### config.mk
export PLATFORM = sky130hd
export DESIGN_NAME = avalon_mm_burst_slave_flat
export DESIGN_NICKNAME = d
export VERILOG_FILES = /design/src/rtl/avalon_mm_burst_slave_if.sv /design/src/rtl/avalon_mm_burst_slave.sv /design/src/flat_wrapper.sv
export SDC_FILE = /design/constraint.sdc
export NUM_CORES = 1
export LEC_CHECK = 0
export BUFFER_PORTS_ARGS = -buffer_cell sky130_fd_sc_hd__buf_2
export CORE_MARGIN = 2
export CORE_UTILIZATION = 30
export CTS_CLUSTER_SIZE = 16
export DETAILED_ROUTE_END_ITERATION = 6
export GPL_ROUTABILITY_DRIVEN = 0
export GPL_TIMING_DRIVEN = 0
export PLACE_DENSITY = 0.43
export SKIP_LAST_GASP = 1
export SLEW_MARGIN = 40
export SYNTH_ARGS = -nofsm -noshare
export SYNTH_HDL_FRONTEND = slang
export SYNTH_SLANG_ARGS = --single-unit
### constraint.sdc
create_clock -name clk_clk -period 3.33 [get_ports clk_clk]
set_clock_uncertainty 0.1 [all_clocks]
set_input_delay 0.1665 -clock clk_clk [delete_from_list [all_inputs] [get_ports clk_clk]]
set_output_delay 0.1665 -clock clk_clk [all_outputs]
set_load 0.02 [all_outputs]
### src/rtl/avalon_mm_burst_slave_if.sv
// avalon_mm_burst_slave_if
//   Avalon-MM bus bundle between a burst-capable master and the word-store slave.
//   Ports (seen from the slave modport):
//     avs_address        in   ADDR_W    byte address, bits [1:0] ignored
//     avs_read           in   1         read request
//     avs_write          in   1         write request / write beat
//     avs_writedata      in   DATA_W    write data
//     avs_byteenable     in   DATA_W/8  per-byte write enable
//     avs_burstcount     in   BURST_W   beats in burst (first beat only)
//     avs_waitrequest    out  1         slave stall
//     avs_readdata       out  DATA_W    read data
//     avs_readdatavalid  out  1         read data valid
interface avalon_mm_burst_slave_if #(
    parameter int ADDR_W  = 12,
    parameter int DATA_W  = 32,
    parameter int BURST_W = 4
);
    logic [ADDR_W-1:0]   avs_address;
    logic                avs_read;
    logic                avs_write;
    logic [DATA_W-1:0]   avs_writedata;
    logic [DATA_W/8-1:0] avs_byteenable;
    logic [BURST_W-1:0]  avs_burstcount;
    logic                avs_waitrequest;
    logic [DATA_W-1:0]   avs_readdata;
    logic                avs_readdatavalid;

    modport master (
        output avs_address, avs_read, avs_write, avs_writedata,
               avs_byteenable, avs_burstcount,
        input  avs_waitrequest, avs_readdata, avs_readdatavalid
    );

    modport slave (
        input  avs_address, avs_read, avs_write, avs_writedata,
               avs_byteenable, avs_burstcount,
        output avs_waitrequest, avs_readdata, avs_readdatavalid
    );
endinterface

### src/rtl/avalon_mm_burst_slave.sv
// avalon_mm_burst_slave
//   Avalon-MM responder with a DEPTH x DATA_W word store, byteenable writes,
//   burst writes/reads and a fixed-latency pipelined read return.
//   Ports:
//     clk_clk         in   1   system clock
//     reset_n         in   1   asynchronous active-low reset
//     avs             slave    Avalon-MM bus (see avalon_mm_burst_slave_if)
//     protocol_error  out  1   sticky flag: read and write requested together
//
//   state      | meaning
//   -----------+-------------------------------------------------------------
//   S_IDLE     | ready for a command; waitrequest low (except first cycle
//              | after reset release)
//   S_WR_BURST | accepting remaining write beats at r_ptr; waitrequest low
//   S_RD_BURST | issuing one read beat per cycle into the pipe; waitrequest high
module avalon_mm_burst_slave #(
    parameter int ADDR_W       = 12,
    parameter int DATA_W       = 32,
    parameter int BURST_W      = 4,
    parameter int MAX_BURST    = 8,
    parameter int DEPTH        = 8,
    parameter int READ_LATENCY = 2
) (
    input  logic                   clk_clk,
    input  logic                   reset_n,
    avalon_mm_burst_slave_if.slave avs,
    output logic                   protocol_error
);
    localparam int NUM_SYMBOLS = DATA_W / 8;
    localparam int IDX_W       = $clog2(DEPTH);
    localparam int CNT_W       = $clog2(MAX_BURST + 1);

    typedef enum logic [1:0] {
        S_IDLE     = 2'd0,
        S_WR_BURST = 2'd1,
        S_RD_BURST = 2'd2
    } state_t;

    state_t                  r_state;
    state_t                  w_state_nxt;
    logic [IDX_W-1:0]        r_ptr;
    logic [IDX_W-1:0]        w_ptr_nxt;
    logic [CNT_W-1:0]        r_remaining;
    logic [CNT_W-1:0]        w_rem_nxt;
    logic                    r_waitrequest;
    logic                    r_protocol_error;

    logic [DATA_W-1:0]       r_mem [DEPTH];

    logic [IDX_W-1:0]        w_addr_idx;
    logic [CNT_W-1:0]        w_bc;
    logic                    w_mem_we;
    logic [IDX_W-1:0]        w_mem_idx;
    logic                    w_issue;
    logic                    w_err_set;

    logic [READ_LATENCY-1:0] r_pipe_vld;
    logic [DATA_W-1:0]       r_pipe_dat [READ_LATENCY];

    // Address bits outside the word index carry no meaning for this store.
    logic                    w_unused;
    assign w_unused = &{1'b0, avs.avs_address[1:0], avs.avs_address[ADDR_W-1:2+IDX_W]};

    assign w_addr_idx = avs.avs_address[2 +: IDX_W];

    // Zero means a single beat; oversized bursts are clamped rather than rejected.
    always_comb begin
        if (avs.avs_burstcount == '0) begin
            w_bc = CNT_W'(1);
        end else if (int'(avs.avs_burstcount) > MAX_BURST) begin
            w_bc = CNT_W'(MAX_BURST);
        end else begin
            w_bc = CNT_W'(avs.avs_burstcount);
        end
    end

    always_comb begin
        w_state_nxt = r_state;
        w_ptr_nxt   = r_ptr;
        w_rem_nxt   = r_remaining;
        w_mem_we    = 1'b0;
        w_mem_idx   = r_ptr;
        w_issue     = 1'b0;
        w_err_set   = 1'b0;

        case (r_state)
            S_IDLE: begin
                // The first post-reset cycle still shows waitrequest, so nothing transfers.
                if (!r_waitrequest) begin
                    if (avs.avs_write) begin
                        w_mem_we  = 1'b1;
                        w_mem_idx = w_addr_idx;
                        w_err_set = avs.avs_read;
                        if (w_bc > CNT_W'(1)) begin
                            w_state_nxt = S_WR_BURST;
                            w_rem_nxt   = w_bc - CNT_W'(1);
                            w_ptr_nxt   = w_addr_idx + IDX_W'(1);
                        end
                    end else if (avs.avs_read) begin
                        w_state_nxt = S_RD_BURST;
                        w_rem_nxt   = w_bc;
                        w_ptr_nxt   = w_addr_idx;
                    end
                end
            end

            S_WR_BURST: begin
                if (avs.avs_write) begin
                    w_mem_we  = 1'b1;
                    w_mem_idx = r_ptr;
                    w_ptr_nxt = r_ptr + IDX_W'(1);
                    w_rem_nxt = r_remaining - CNT_W'(1);
                    if (r_remaining == CNT_W'(1)) begin
                        w_state_nxt = S_IDLE;
                    end
                end
            end

            S_RD_BURST: begin
                w_issue   = 1'b1;
                w_ptr_nxt = r_ptr + IDX_W'(1);
                w_rem_nxt = r_remaining - CNT_W'(1);
                if (r_remaining == CNT_W'(1)) begin
                    w_state_nxt = S_IDLE;
                end
            end

            default: begin
                w_state_nxt = S_IDLE;
            end
        endcase
    end

    always_ff @(posedge clk_clk or negedge reset_n) begin
        if (!reset_n) begin
            r_state          <= S_IDLE;
            r_ptr            <= '0;
            r_remaining      <= '0;
            r_waitrequest    <= 1'b1;
            r_protocol_error <= 1'b0;
        end else begin
            r_state       <= w_state_nxt;
            r_ptr         <= w_ptr_nxt;
            r_remaining   <= w_rem_nxt;
            // Stall only while read beats are being issued.
            r_waitrequest <= (w_state_nxt == S_RD_BURST);
            if (w_err_set) begin
                r_protocol_error <= 1'b1;
            end
        end
    end

    always_ff @(posedge clk_clk or negedge reset_n) begin
        if (!reset_n) begin
            for (int w = 0; w < DEPTH; w++) begin
                r_mem[w] <= '0;
            end
        end else if (w_mem_we) begin
            for (int b = 0; b < NUM_SYMBOLS; b++) begin
                if (avs.avs_byteenable[b]) begin
                    r_mem[w_mem_idx][8*b +: 8] <= avs.avs_writedata[8*b +: 8];
                end
            end
        end
    end

    // Data is captured at issue, so writes after issue cannot disturb in-flight beats.
    // Each stage loads only on a valid beat, so the last stage holds the previous
    // readdata while readdatavalid is low.
    always_ff @(posedge clk_clk or negedge reset_n) begin
        if (!reset_n) begin
            r_pipe_vld <= '0;
            for (int i = 0; i < READ_LATENCY; i++) begin
                r_pipe_dat[i] <= '0;
            end
        end else begin
            r_pipe_vld[0] <= w_issue;
            if (w_issue) begin
                r_pipe_dat[0] <= r_mem[r_ptr];
            end
            for (int i = 1; i < READ_LATENCY; i++) begin
                r_pipe_vld[i] <= r_pipe_vld[i-1];
                if (r_pipe_vld[i-1]) begin
                    r_pipe_dat[i] <= r_pipe_dat[i-1];
                end
            end
        end
    end

    assign avs.avs_waitrequest   = r_waitrequest;
    assign avs.avs_readdatavalid = r_pipe_vld[READ_LATENCY-1];
    assign avs.avs_readdata      = r_pipe_dat[READ_LATENCY-1];
    assign protocol_error        = r_protocol_error;

endmodule
### src/flat_wrapper.sv
// flat-port wrapper written by rule: the top's interface ports become plain ports
module avalon_mm_burst_slave_flat 
#(
    parameter int ADDR_W       = 12,
    parameter int DATA_W       = 32,
    parameter int BURST_W      = 4,
    parameter int MAX_BURST    = 8,
    parameter int DEPTH        = 8,
    parameter int READ_LATENCY = 2
)
  (clk_clk, reset_n, protocol_error, avs_avs_address, avs_avs_read, avs_avs_write, avs_avs_writedata, avs_avs_byteenable, avs_avs_burstcount, avs_avs_waitrequest, avs_avs_readdata, avs_avs_readdatavalid);
  avalon_mm_burst_slave_if #(.ADDR_W(ADDR_W), .DATA_W(DATA_W), .BURST_W(BURST_W)) avs_i ();
  input  logic clk_clk;
  input  logic reset_n;
  output logic protocol_error;
  input wire logic [$bits(avs_i.avs_address)-1:0] avs_avs_address;
  input wire logic [$bits(avs_i.avs_read)-1:0] avs_avs_read;
  input wire logic [$bits(avs_i.avs_write)-1:0] avs_avs_write;
  input wire logic [$bits(avs_i.avs_writedata)-1:0] avs_avs_writedata;
  input wire logic [$bits(avs_i.avs_byteenable)-1:0] avs_avs_byteenable;
  input wire logic [$bits(avs_i.avs_burstcount)-1:0] avs_avs_burstcount;
  output wire logic [$bits(avs_i.avs_waitrequest)-1:0] avs_avs_waitrequest;
  output wire logic [$bits(avs_i.avs_readdata)-1:0] avs_avs_readdata;
  output wire logic [$bits(avs_i.avs_readdatavalid)-1:0] avs_avs_readdatavalid;
  assign avs_i.avs_address = avs_avs_address;
  assign avs_i.avs_read = avs_avs_read;
  assign avs_i.avs_write = avs_avs_write;
  assign avs_i.avs_writedata = avs_avs_writedata;
  assign avs_i.avs_byteenable = avs_avs_byteenable;
  assign avs_i.avs_burstcount = avs_avs_burstcount;
  assign avs_avs_waitrequest = avs_i.avs_waitrequest;
  assign avs_avs_readdata = avs_i.avs_readdata;
  assign avs_avs_readdatavalid = avs_i.avs_readdatavalid;
  avalon_mm_burst_slave #(.ADDR_W(ADDR_W), .DATA_W(DATA_W), .BURST_W(BURST_W), .MAX_BURST(MAX_BURST), .DEPTH(DEPTH), .READ_LATENCY(READ_LATENCY)) u_core (.clk_clk(clk_clk), .reset_n(reset_n), .avs(avs_i), .protocol_error(protocol_error));
endmodule
==> metrics <==
die area=53,800 sq um; DRT Pass-1 Iters=6; CP Data Arrival Time=3.17 ns; Slew @ Worst Pin=0.748 ns; post-CTS setup buffers=0; fraction of layout cells with a size suffix above 1=50.2%; CTS clk-pin slew, worst paths=0.06 ns; max-cap violation count=0; CP required=3.66 ns; DR WL/cell=20.8 um; RSZ-0062 raised after global routing=no; port bufs=79; Yosys warning total=0; grt ovf=0; main area contributors after synthesis=dfrtp_1 (53%), mux2_2 (20%), mux4_2 (9.2%); root buf cell=clkbuf_16; Fin Setup TNS=0 ns; post-synth top area share=53.3%; share of synthesized registers carrying an async set or reset=100%; worst vdd ir=0.000405 V; post-synthesis register bit count=333; Startpoint Class=register; Most common cell on crit path=buf_4; Power Density=988 nW/um^2; Fmax=352 MHz; post-synthesis sequential area ratio=53.4%; CTS Hold Bufs=34; distinct cell type count of the synthesized netlist=63; Gates resized, CTS repair=0; Setup Viol. Count Final=0; largest net degree at the start of global routing=71; worst path cell trace=inv_1, ha_1, buf_4, nand3b_1, and3_1, buf_4, a22oi_2, mux2_2; P_leak=8.34 nW; Core Region=51,400 sq um; leading area contributor after synthesis=dfrtp_1; number of CTS-inserted buffers=41; predominant post-synthesis flop cell=dfrtp_1; Post-synth EDFFs=0; top cells by count, synth=dfrtp_1 (332), mux2_2 (274), mux4_2 (64), nor2_1 (41); max incr delay on CP=0.63 ns; DRT iter0 DRCs=407; Vias=9,051; DP HPWL=26,300 um; fin util=36.4%; Final min period=2.84 ns; final wirelength=39,300 um; via count of the first global-routing pass=9,797; clock sinks=333; syn avg cell area=15.3 sq um; max-slew violations=0; Area Overhead vs Synth=20.1%; via/cell ratio=4.79; htree depth=2; area of the mapped netlist=15,600 sq um; antenna violations before repair=5; slowest CP cell=a22oi_2; gr usage total=15.3%; CP Class=register to register; cells after synthesis=1,020; most common cell in the netlist=dfrtp_1; status=complete, no violations; site row count=83; Die Y-Extent=232 um; Die Span X=232 um; final net count=1,247; top-level port count=91; post-route ant nets=0; fin crit share=85.4%; relative slew slack=50.1%; first-pass GRT wire length=61,900 um; initial core utilization=30.3%; Antenna Cells=0; endpoints failing hold=0; critical-path maximum fanout=8; Worst-Skew Late Latency=0.55 ns; R2R depth=8; clock tree buffer depth=3; syn nets=1,086; Remaining DRCs=0; worst hold path class=input port to asynchronous set/reset pin; Crit. End Element=register; CTS tree=yes
## area by class of cell
| cell class | count | area (sq um) |
|---|---|---|
| multi-input cells | 599 | 6810 |
| plain buffers | 82 | 507 |
| fillers | 5009 | 32700 |
| clock inverters | 8 | 126 |
| flip-flops and latches | 333 | 8330 |
| clock buffers | 62 | 1200 |
| well taps | 680 | 851 |
| inverters | 6 | 22.5 |
| repair buffers | 118 | 883 |
## state kept, by name (all words and copies together) (netlist names)
register / count
u_core.avs.avs_readdata: 32
u_core.avs.avs_waitrequest: 1
u_core.protocol_error: 1
u_core.r_mem: 256
u_core.r_pipe_dat: 32
u_core.r_pipe_vld: 2
u_core.r_ptr: 3
u_core.r_remaining: 4
u_core.r_state: 2
## final timing paths
kind	start	endpoint	slack (ns)
setup / recovery	u_core.r_state[0]	u_core.r_mem[40]	0.49
hold / removal	reset_n	u_core.r_mem[30]	0.02
setup reg to reg	u_core.r_state[0]	u_core.r_mem[40]	0.49
hold reg to reg	u_core.r_pipe_vld[0]	u_core.r_pipe_vld[1]	0.34
max in group asynchronous	reset_n	u_core.r_mem[109]	1.80
min in group clk_clk	avs_avs_burstcount[3]	u_core.r_remaining[3]	0.03
## worst max-delay path, delay by kind of cell (launching register included)
family                   cells  cell delay (ns)
multiplexers                 1             0.41
AO/OA/AOI/OAI                1             0.63
adder cells (fa/ha/maj)      1             0.15
buffers and inverters        3             0.46
AND/OR/NAND/NOR              2             0.55
flip-flops                   1             0.41
## power by group
group / internal (W) / total (W) / switching, W
Clock: 0.00270 / 0.00442 / 0.00172
Combinational: 0.00381 / 0.00708 / 0.00327
Sequential: 0.00603 / 0.00700 / 0.000969
## kinds of logic (layout without fill, tap and decap cells)
family,after synthesis,in the layout,share of synthesized area [%]
multiplexers,392,392,33.1
flip-flops,333,333,53.4
AND/OR/NAND/NOR,112,112,4.48
buffers and inverters,88,276,3.31
AO/OA/AOI/OAI,82,82,4.68
adder cells (fa/ha/maj),10,10,0.802
XOR/XNOR,3,3,0.169
## cells in the final DEF, fill, tap and decap left out, drive strengths merged, types with 4 or more instances in the layout
cell,count
a211oi,4
a21oi,39
a22oi,8
a31oi,4
buf,149
clkbuf,79
clkinv,5
dfrtp,332
dlygate4sd3,34
ha,10
inv,6
mux2,291
mux2i,37
mux4,64
nand2,15
nand2b,8
nand3,4
nor2,41
nor2b,5
nor3,10
nor3b,5
o2111ai,4
o21ai,6
## metal layers
| layer | part of all wire, % | vias up | GRT usage, % |
|---|---|---|---|
| met1 | 46 | 4764 | 20.7 |
| li1 | - | 4089 | - |
| met2 | 48 | 123 | 25.0 |
| met3 | 3.8 | 67 | 2.65 |
| met5 | 0.14 | - | 0 |
| met4 | 2.0 | 8 | 4.45 |
## through the flow
stage                     setup slack [ns]  hold WS, ns  instance area, sq um  instances  total power [W]
after global routing                 0.333       0.0419                 18700       1888           0.0198
final                                0.485       0.0212                 18700       1888           0.0185
after detailed placement             0.481       0.0107                 17100       1784           0.0143
after CTS                            0.476     0.000343                 18700       1888           0.0189
after global placement               -4.94        0.339                 16800       1779           0.0141
after floorplan                      0.986       -0.229                 15600       1020           0.0122
Note: power is estimated with default switching activity, not from simulation.
